[config.mk]
export PLATFORM = sky130hd
export DESIGN_NAME = uart_rx
export DESIGN_NICKNAME = d
export VERILOG_FILES = /design/src/rtl/uart_pkg.sv /design/src/rtl/uart_bit_timer.sv /design/src/rtl/uart_rx.sv
export SDC_FILE = /design/constraint.sdc
export NUM_CORES = 1
export LEC_CHECK = 0
export BUFFER_PORTS_ARGS = -buffer_cell sky130_fd_sc_hd__buf_2
export CORE_ASPECT_RATIO = 0.8
export CORE_MARGIN = 10
export CORE_UTILIZATION = 62
export CTS_CLUSTER_SIZE = 25
export DETAILED_ROUTE_END_ITERATION = 6
export GPL_TIMING_DRIVEN = 0
export PLACE_DENSITY = 0.89
export SYNTH_ARGS = -nofsm -noshare
export SYNTH_HDL_FRONTEND = slang
export SYNTH_SLANG_ARGS = --single-unit
[constraint.sdc]
create_clock -name clk -period 5 [get_ports clk]
set_clock_uncertainty 0.05 [all_clocks]
set_input_delay 0 -clock clk [delete_from_list [all_inputs] [get_ports clk]]
set_output_delay 0 -clock clk [all_outputs]
set_load 0.01 [all_outputs]
[src/rtl/uart_pkg.sv]
// Shared UART definitions: boolean constants, receiver state encoding and
// the baud-divisor helper used by both the receiver and the future transmitter.
`timescale 1ns/1ps

package uart_pkg;

  localparam logic TRUE  = 1'b1;
  localparam logic FALSE = 1'b0;

  // Receiver frame-walk states; IDLE is the only non-busy state.
  typedef enum logic [2:0] {
    IDLE,
    START,
    DATA,
    PARITY,
    STOP
  } rx_state_t;

  // Clock cycles per bit (integer divide, truncating).
  function automatic int bit_cycles(input int clk_freq, input int baud);
    return clk_freq / baud;
  endfunction

endpackage

[src/rtl/uart_bit_timer.sv]
// Free-running bit timer: counts clock cycles and pulses tick when the count
// reaches the terminal value, then restarts from zero. A clear restarts the
// count so every state can measure from its own entry point.
`timescale 1ns/1ps

module uart_bit_timer #(
  parameter int WIDTH = 4
) (
  input  logic             clk,
  input  logic             rst,
  input  logic             clear,
  input  logic [WIDTH-1:0] terminal,
  output logic             tick
);

  logic [WIDTH-1:0] count;

  assign tick = (count == terminal);

  // Count cycles; wrap on the terminal value or restart on clear.
  always_ff @(posedge clk or negedge rst) begin
    // NOTE: sequential state uses non-blocking assignments so every flop
    // samples the values from before the edge, independent of block order.
    if (!rst) begin
      count <= '0;
    end else if (clear || tick) begin
      count <= '0;
    end else begin
      count <= count + WIDTH'(1);
    end
  end

endmodule

[src/rtl/uart_rx.sv]
// UART receiver: synchronises the rx line, detects the start edge, samples
// each bit at its mid-point and presents complete frames as a parallel word
// with a one-cycle rx_interrupt pulse. A low stop bit yields a one-cycle
// frame_error pulse and leaves the previously received word untouched.
`timescale 1ns/1ps

module uart_rx
  import uart_pkg::*;
#(
  parameter int CLK_FREQ   = 50_000_000,
  parameter int BAUD_RATE  = 115200,
  parameter int DATA_WIDTH = 8,
  parameter int PARITY_EN  = 0
) (
  input  logic                  clk,
  input  logic                  rst,
  input  logic                  rx,
  output logic [DATA_WIDTH-1:0] rx_data,
  output logic                  rx_interrupt,
  output logic                  parity_error,
  output logic                  frame_error,
  output logic                  busy
);

  localparam int BIT_CYCLES = bit_cycles(CLK_FREQ, BAUD_RATE);
  localparam int HALF       = BIT_CYCLES / 2;
  localparam int CNT_W      = $clog2(BIT_CYCLES);
  localparam int IDX_W      = $clog2(DATA_WIDTH);

  localparam logic [CNT_W-1:0] HALF_TERM = CNT_W'(HALF - 1);
  localparam logic [CNT_W-1:0] FULL_TERM = CNT_W'(BIT_CYCLES - 1);
  localparam logic [IDX_W-1:0] LAST_BIT  = IDX_W'(DATA_WIDTH - 1);
  localparam logic             HAS_PAR   = (PARITY_EN != 0);

  // Synchroniser and edge detector
  logic rx_meta;
  logic rx_sync;
  logic rx_prev;
  logic start_edge;

  // FSM and timing
  rx_state_t        state;
  rx_state_t        state_next;
  logic             timer_clear;
  logic [CNT_W-1:0] timer_term;
  logic             tick;

  // Datapath
  logic [IDX_W-1:0]      bit_idx;
  logic [DATA_WIDTH-1:0] shift_reg;
  logic                  perr;
  logic                  sample_data;
  logic                  sample_parity;
  logic                  stop_good;
  logic                  stop_bad;

  // Double-flop the asynchronous line and keep one extra stage for edge detect.
  always_ff @(posedge clk or negedge rst) begin
    if (!rst) begin
      // Synchroniser resets to the idle line level so reset release is
      // never mistaken for a start edge.
      rx_meta <= 1'b1;
      rx_sync <= 1'b1;
      rx_prev <= 1'b1;
    end else begin
      rx_meta <= rx;
      rx_sync <= rx_meta;
      rx_prev <= rx_sync;
    end
  end

  assign start_edge = rx_prev & ~rx_sync;

  // Bit timer, restarted on every state entry.
  uart_bit_timer #(
    .WIDTH (CNT_W)
  ) u_bit_timer (
    .clk      (clk),
    .rst      (rst),
    .clear    (timer_clear),
    .terminal (timer_term),
    .tick     (tick)
  );

  // State register.
  always_ff @(posedge clk or negedge rst) begin
    if (!rst) begin
      state <= IDLE;
    end else begin
      state <= state_next;
    end
  end

  // Next-state logic: walk the frame one sampled bit at a time.
  always_comb begin
    // NOTE: a default assignment ahead of the case keeps every path driven,
    // so no latch is inferred for state_next.
    state_next = state;
    case (state)
      IDLE: begin
        if (start_edge) state_next = START;
      end
      START: begin
        if (tick) state_next = rx_sync ? IDLE : DATA;
      end
      DATA: begin
        if (tick && (bit_idx == LAST_BIT)) state_next = HAS_PAR ? PARITY : STOP;
      end
      PARITY: begin
        if (tick) state_next = STOP;
      end
      STOP: begin
        if (tick) state_next = IDLE;
      end
      default: state_next = IDLE;
    endcase
  end

  // Output/control decode from the current state.
  always_comb begin
    busy          = (state != IDLE);
    timer_clear   = (state_next != state) ? TRUE : FALSE;
    timer_term    = (state == START) ? HALF_TERM : FULL_TERM;
    sample_data   = (state == DATA)   && tick;
    sample_parity = (state == PARITY) && tick;
    stop_good     = (state == STOP)   && tick &&  rx_sync;
    stop_bad      = (state == STOP)   && tick && !rx_sync;
  end

  // Bit index: counts data samples within the DATA state.
  always_ff @(posedge clk or negedge rst) begin
    if (!rst) begin
      bit_idx <= '0;
    end else if (state != DATA) begin
      bit_idx <= '0;
    end else if (tick) begin
      bit_idx <= bit_idx + IDX_W'(1);
    end
  end

  // Shift register: data arrives LSB first, so shift in from the top.
  always_ff @(posedge clk or negedge rst) begin
    // NOTE: the shift register is reset along with the control flops so a
    // frame aborted by reset can never leak stale or X bits into rx_data.
    if (!rst) begin
      shift_reg <= '0;
    end else if (sample_data) begin
      shift_reg <= {rx_sync, shift_reg[DATA_WIDTH-1:1]};
    end
  end

  // Even-parity check: XOR of data and parity bit is 1 on error.
  always_ff @(posedge clk or negedge rst) begin
    if (!rst) begin
      perr <= FALSE;
    end else if (sample_parity) begin
      perr <= (^shift_reg) ^ rx_sync;
    end
  end

  // Frame result registers: publish on a good stop bit, flag a bad one.
  always_ff @(posedge clk or negedge rst) begin
    if (!rst) begin
      rx_data      <= '0;
      parity_error <= FALSE;
      rx_interrupt <= FALSE;
      frame_error  <= FALSE;
    end else begin
      rx_interrupt <= stop_good;
      frame_error  <= stop_bad;
      if (stop_good) begin
        rx_data      <= shift_reg;
        parity_error <= HAS_PAR ? perr : FALSE;
      end
    end
  end

endmodule
==> metrics <==
status=finished, final reports clean; largest net degree at the start of global routing=37; largest family of logic cells by synthesized area=simple AND/OR/NAND/NOR gates; Initial Utilization=66.1%; Syn Area/Cell=12.2 um2; final hold violation count=0; Routed Antenna Nets=0; final setup fails=0; CTS tree=yes; RR Endpoint=rx_data[6]$_DFFE_PN0P_; VDD IR-drop max=0.000230 V; max reg flops=9; GRT Total Usage=12.7%; Synth Area in Adders=2.29%; fin. max-slew vios=0; Syn Nets=141; DP Worst Slack=3.28 ns; initial DRC count=56; reg2reg setup slack=3.27 ns; # clock sinks=36; Setup Crit Path Kind=reg2reg; Post-Synth Simple-Gate Area=20.7%; DR vias=1093; Crit Reg-Reg Startpoint=u_bit_timer.count[2]$_DFF_PN0_; CP endpoint kind=register; Reg2Reg Depth=5; synthesis warning total=0; Synth Area in XOR/XNOR=3.73%; Ant. Diodes=0; gpl congestion=0.823; Remaining DRCs=0; switching power of the nets=0.000184 W; sequential power share=56.7%; Synth Area in Compound Gates=7.47%; layout cell share with drive strength beyond 1=29.1%; number of global-route vias before repair=1110; leakage power=0.907 nW; clk_lat worst skew=0.35 ns; CTS resizes=0; final wirelength=3110 um; most common cell after layout, fill and taps aside=dfrtp_1; first-pass GRT wire length=5090 um; Clk network pwr share=25.6%; Worst EP required=5.18 ns; initial antenna violation count=0; DR WL/cell=16.0 um; Vias per Instance=5.63; Switching Share=29.6%; worst-margin pin slew=0.764 ns; Cell variety after synth=39; num rows=16; most frequent cells in the layout=dfrtp_1, nor2_1, buf_2; min cycle time layout=1.73 ns; HP Class=in2async; Chip Height=66.0 um; Buffers on Ports=13; Max Fclk=577 MHz; H-tree Lvls=2; setup tns final=0 ns; post-synthesis sequential area ratio=55.1%; Final period util=34.7%; I/O pins=15; Post-layout nets=163; Area Overhead vs Synth=11.5%; Worst slew margin=49.0%; Worst setup startpoint=u_bit_timer.count[2]$_DFF_PN0_; Root Driver=clkbuf_4; Final HPWL DP=2180 um; max_cap viols=0; core area=0.00248 mm2; RSZ-0062 raised after global routing=no; Synth Register Bits=36; WP data arrival=1.91 ns; multiplexer share of the synthesized area=7.32%; Clock transition at path regs=0.11 ns; first-pass iteration count of the detailed router=4; number of clock buffers inserted by TritonCTS=5; Clock Tree Buf Depth=2; Die Width=77.5 um; post-synth design cell area=0.00164 mm2; combinational power share=17.6%; die area=0.00512 mm2; Overflow after GRT=0; Cells after Synth=135; CP Max Fanout=8; Pint=0.000438 W; Startpoint Class=register; worst setup margin=3.27 ns; pwr dens=340 mW/mm2
-- what timing repair did --
item,4_1_cts,5_1_grt
buffers inserted,0,0
endpoints found under the setup margin,0,0
hold buffers,2,0
hold endpoints to repair,34,0
-- power groups by stage --
stage               Combinational [W]  Clock [W]  Sequential (W)
floorplan                   0.0000811          0        0.000348
global placement            0.0000964          0        0.000354
detailed placement           0.000109          0        0.000359
CTS                          0.000111   0.000166        0.000353
global route                 0.000124   0.000178        0.000359
finish                       0.000110   0.000159        0.000353
-- how the worst max path moves through the flow --
stage / endpoint / slack, ns / cells after the start
4_1_cts: rx_data[7]$_DFFE_PN0P_ / 3.27 / 5
3_3_place_gp: rx_data[7]$_DFFE_PN0P_ / 3.33 / 5
3_5_place_dp: rx_data[5]$_DFFE_PN0P_ / 3.28 / 5
5_1_grt: rx_data[7]$_DFFE_PN0P_ / 3.20 / 5
2_1_floorplan: rx_data[0]$_DFFE_PN0P_ / 3.40 / 5
6_report: rx_data[6]$_DFFE_PN0P_ / 3.27 / 5
-- cell type report --
class | instances | area (um2)
inverters | 2 | 7.51
multi-input cells | 92 | 684
clock buffers | 8 | 58.8
plain buffers | 5 | 45.0
well taps | 36 | 45.0
fillers | 186 | 652
repair buffers | 15 | 85.1
flip-flops and latches | 36 | 905
-- logic make-up after synthesis --
kind of cell,Yosys count
xor+xnor,7
fa+ha+maj,3
other cells,1
buf+inv,7
simple gates,55
mux,11
compound gates,15
flops,36
-- cells in the mapped netlist (all sizes together) --
master   n  area (um2)
nand4    5        46.3
nand3    7        40.0
conb     1        3.75
nor3b    1        7.51
xnor2    1        8.76
nor4     1        6.26
a21oi    2        21.3
nor4b    1        8.76
nand2   12        52.6
or2      1        6.26
a22o     8        70.1
and4bb   3        41.3
buf      5        45.0
dfrtp   33         826
o21ai    2        10.0
or3b     1        8.76
ha       3        37.5
mux2     8        90.1
and2     2        12.5
nand2b   2        12.5
and3     2        18.8
o21a     1        7.51
or3      2        12.5
dfstp    3        78.8
mux2i    3        30.0
a22oi    1        7.51
and4     1        10.0
inv      2        7.51
a31oi    1        6.26
xor2     6        52.6
nor2    14        55.1
-- per-layer routing --
| layer | track usage (%) | up-vias | part of all wire (%) |
|---|---|---|---|
| li1 | - | 521 | - |
| met1 | 13.8 | 544 | 41 |
| met2 | 21.1 | 25 | 51 |
| met3 | 6.52 | 3 | 6.5 |
| met4 | 4.77 | 0 | 1.1 |
| met5 | 0 | - | 0 |
-- through the flow --
stage	instances	utilization [%]	cell area, um2	power, W	hold slack, ns
floorplan	135	-	1640	0.000429	-0.346
global placement	184	70.6	1750	0.000450	0.0558
detailed placement	184	70.6	1750	0.000467	0.0589
CTS	194	73.7	1830	0.000630	0.213
global route	194	73.7	1830	0.000660	0.228
finish	194	73.7	1830	0.000622	0.202
-- critical path, stage by stage, from the launching register on --
cell	delay (ns)
dfrtp_1	0.45
and4bb_4	0.43
nand4_4	0.13
or2_1	0.24
buf_6	0.14
a22o_1	0.18
No activity file was read; power rests on OpenSTA's default activity.
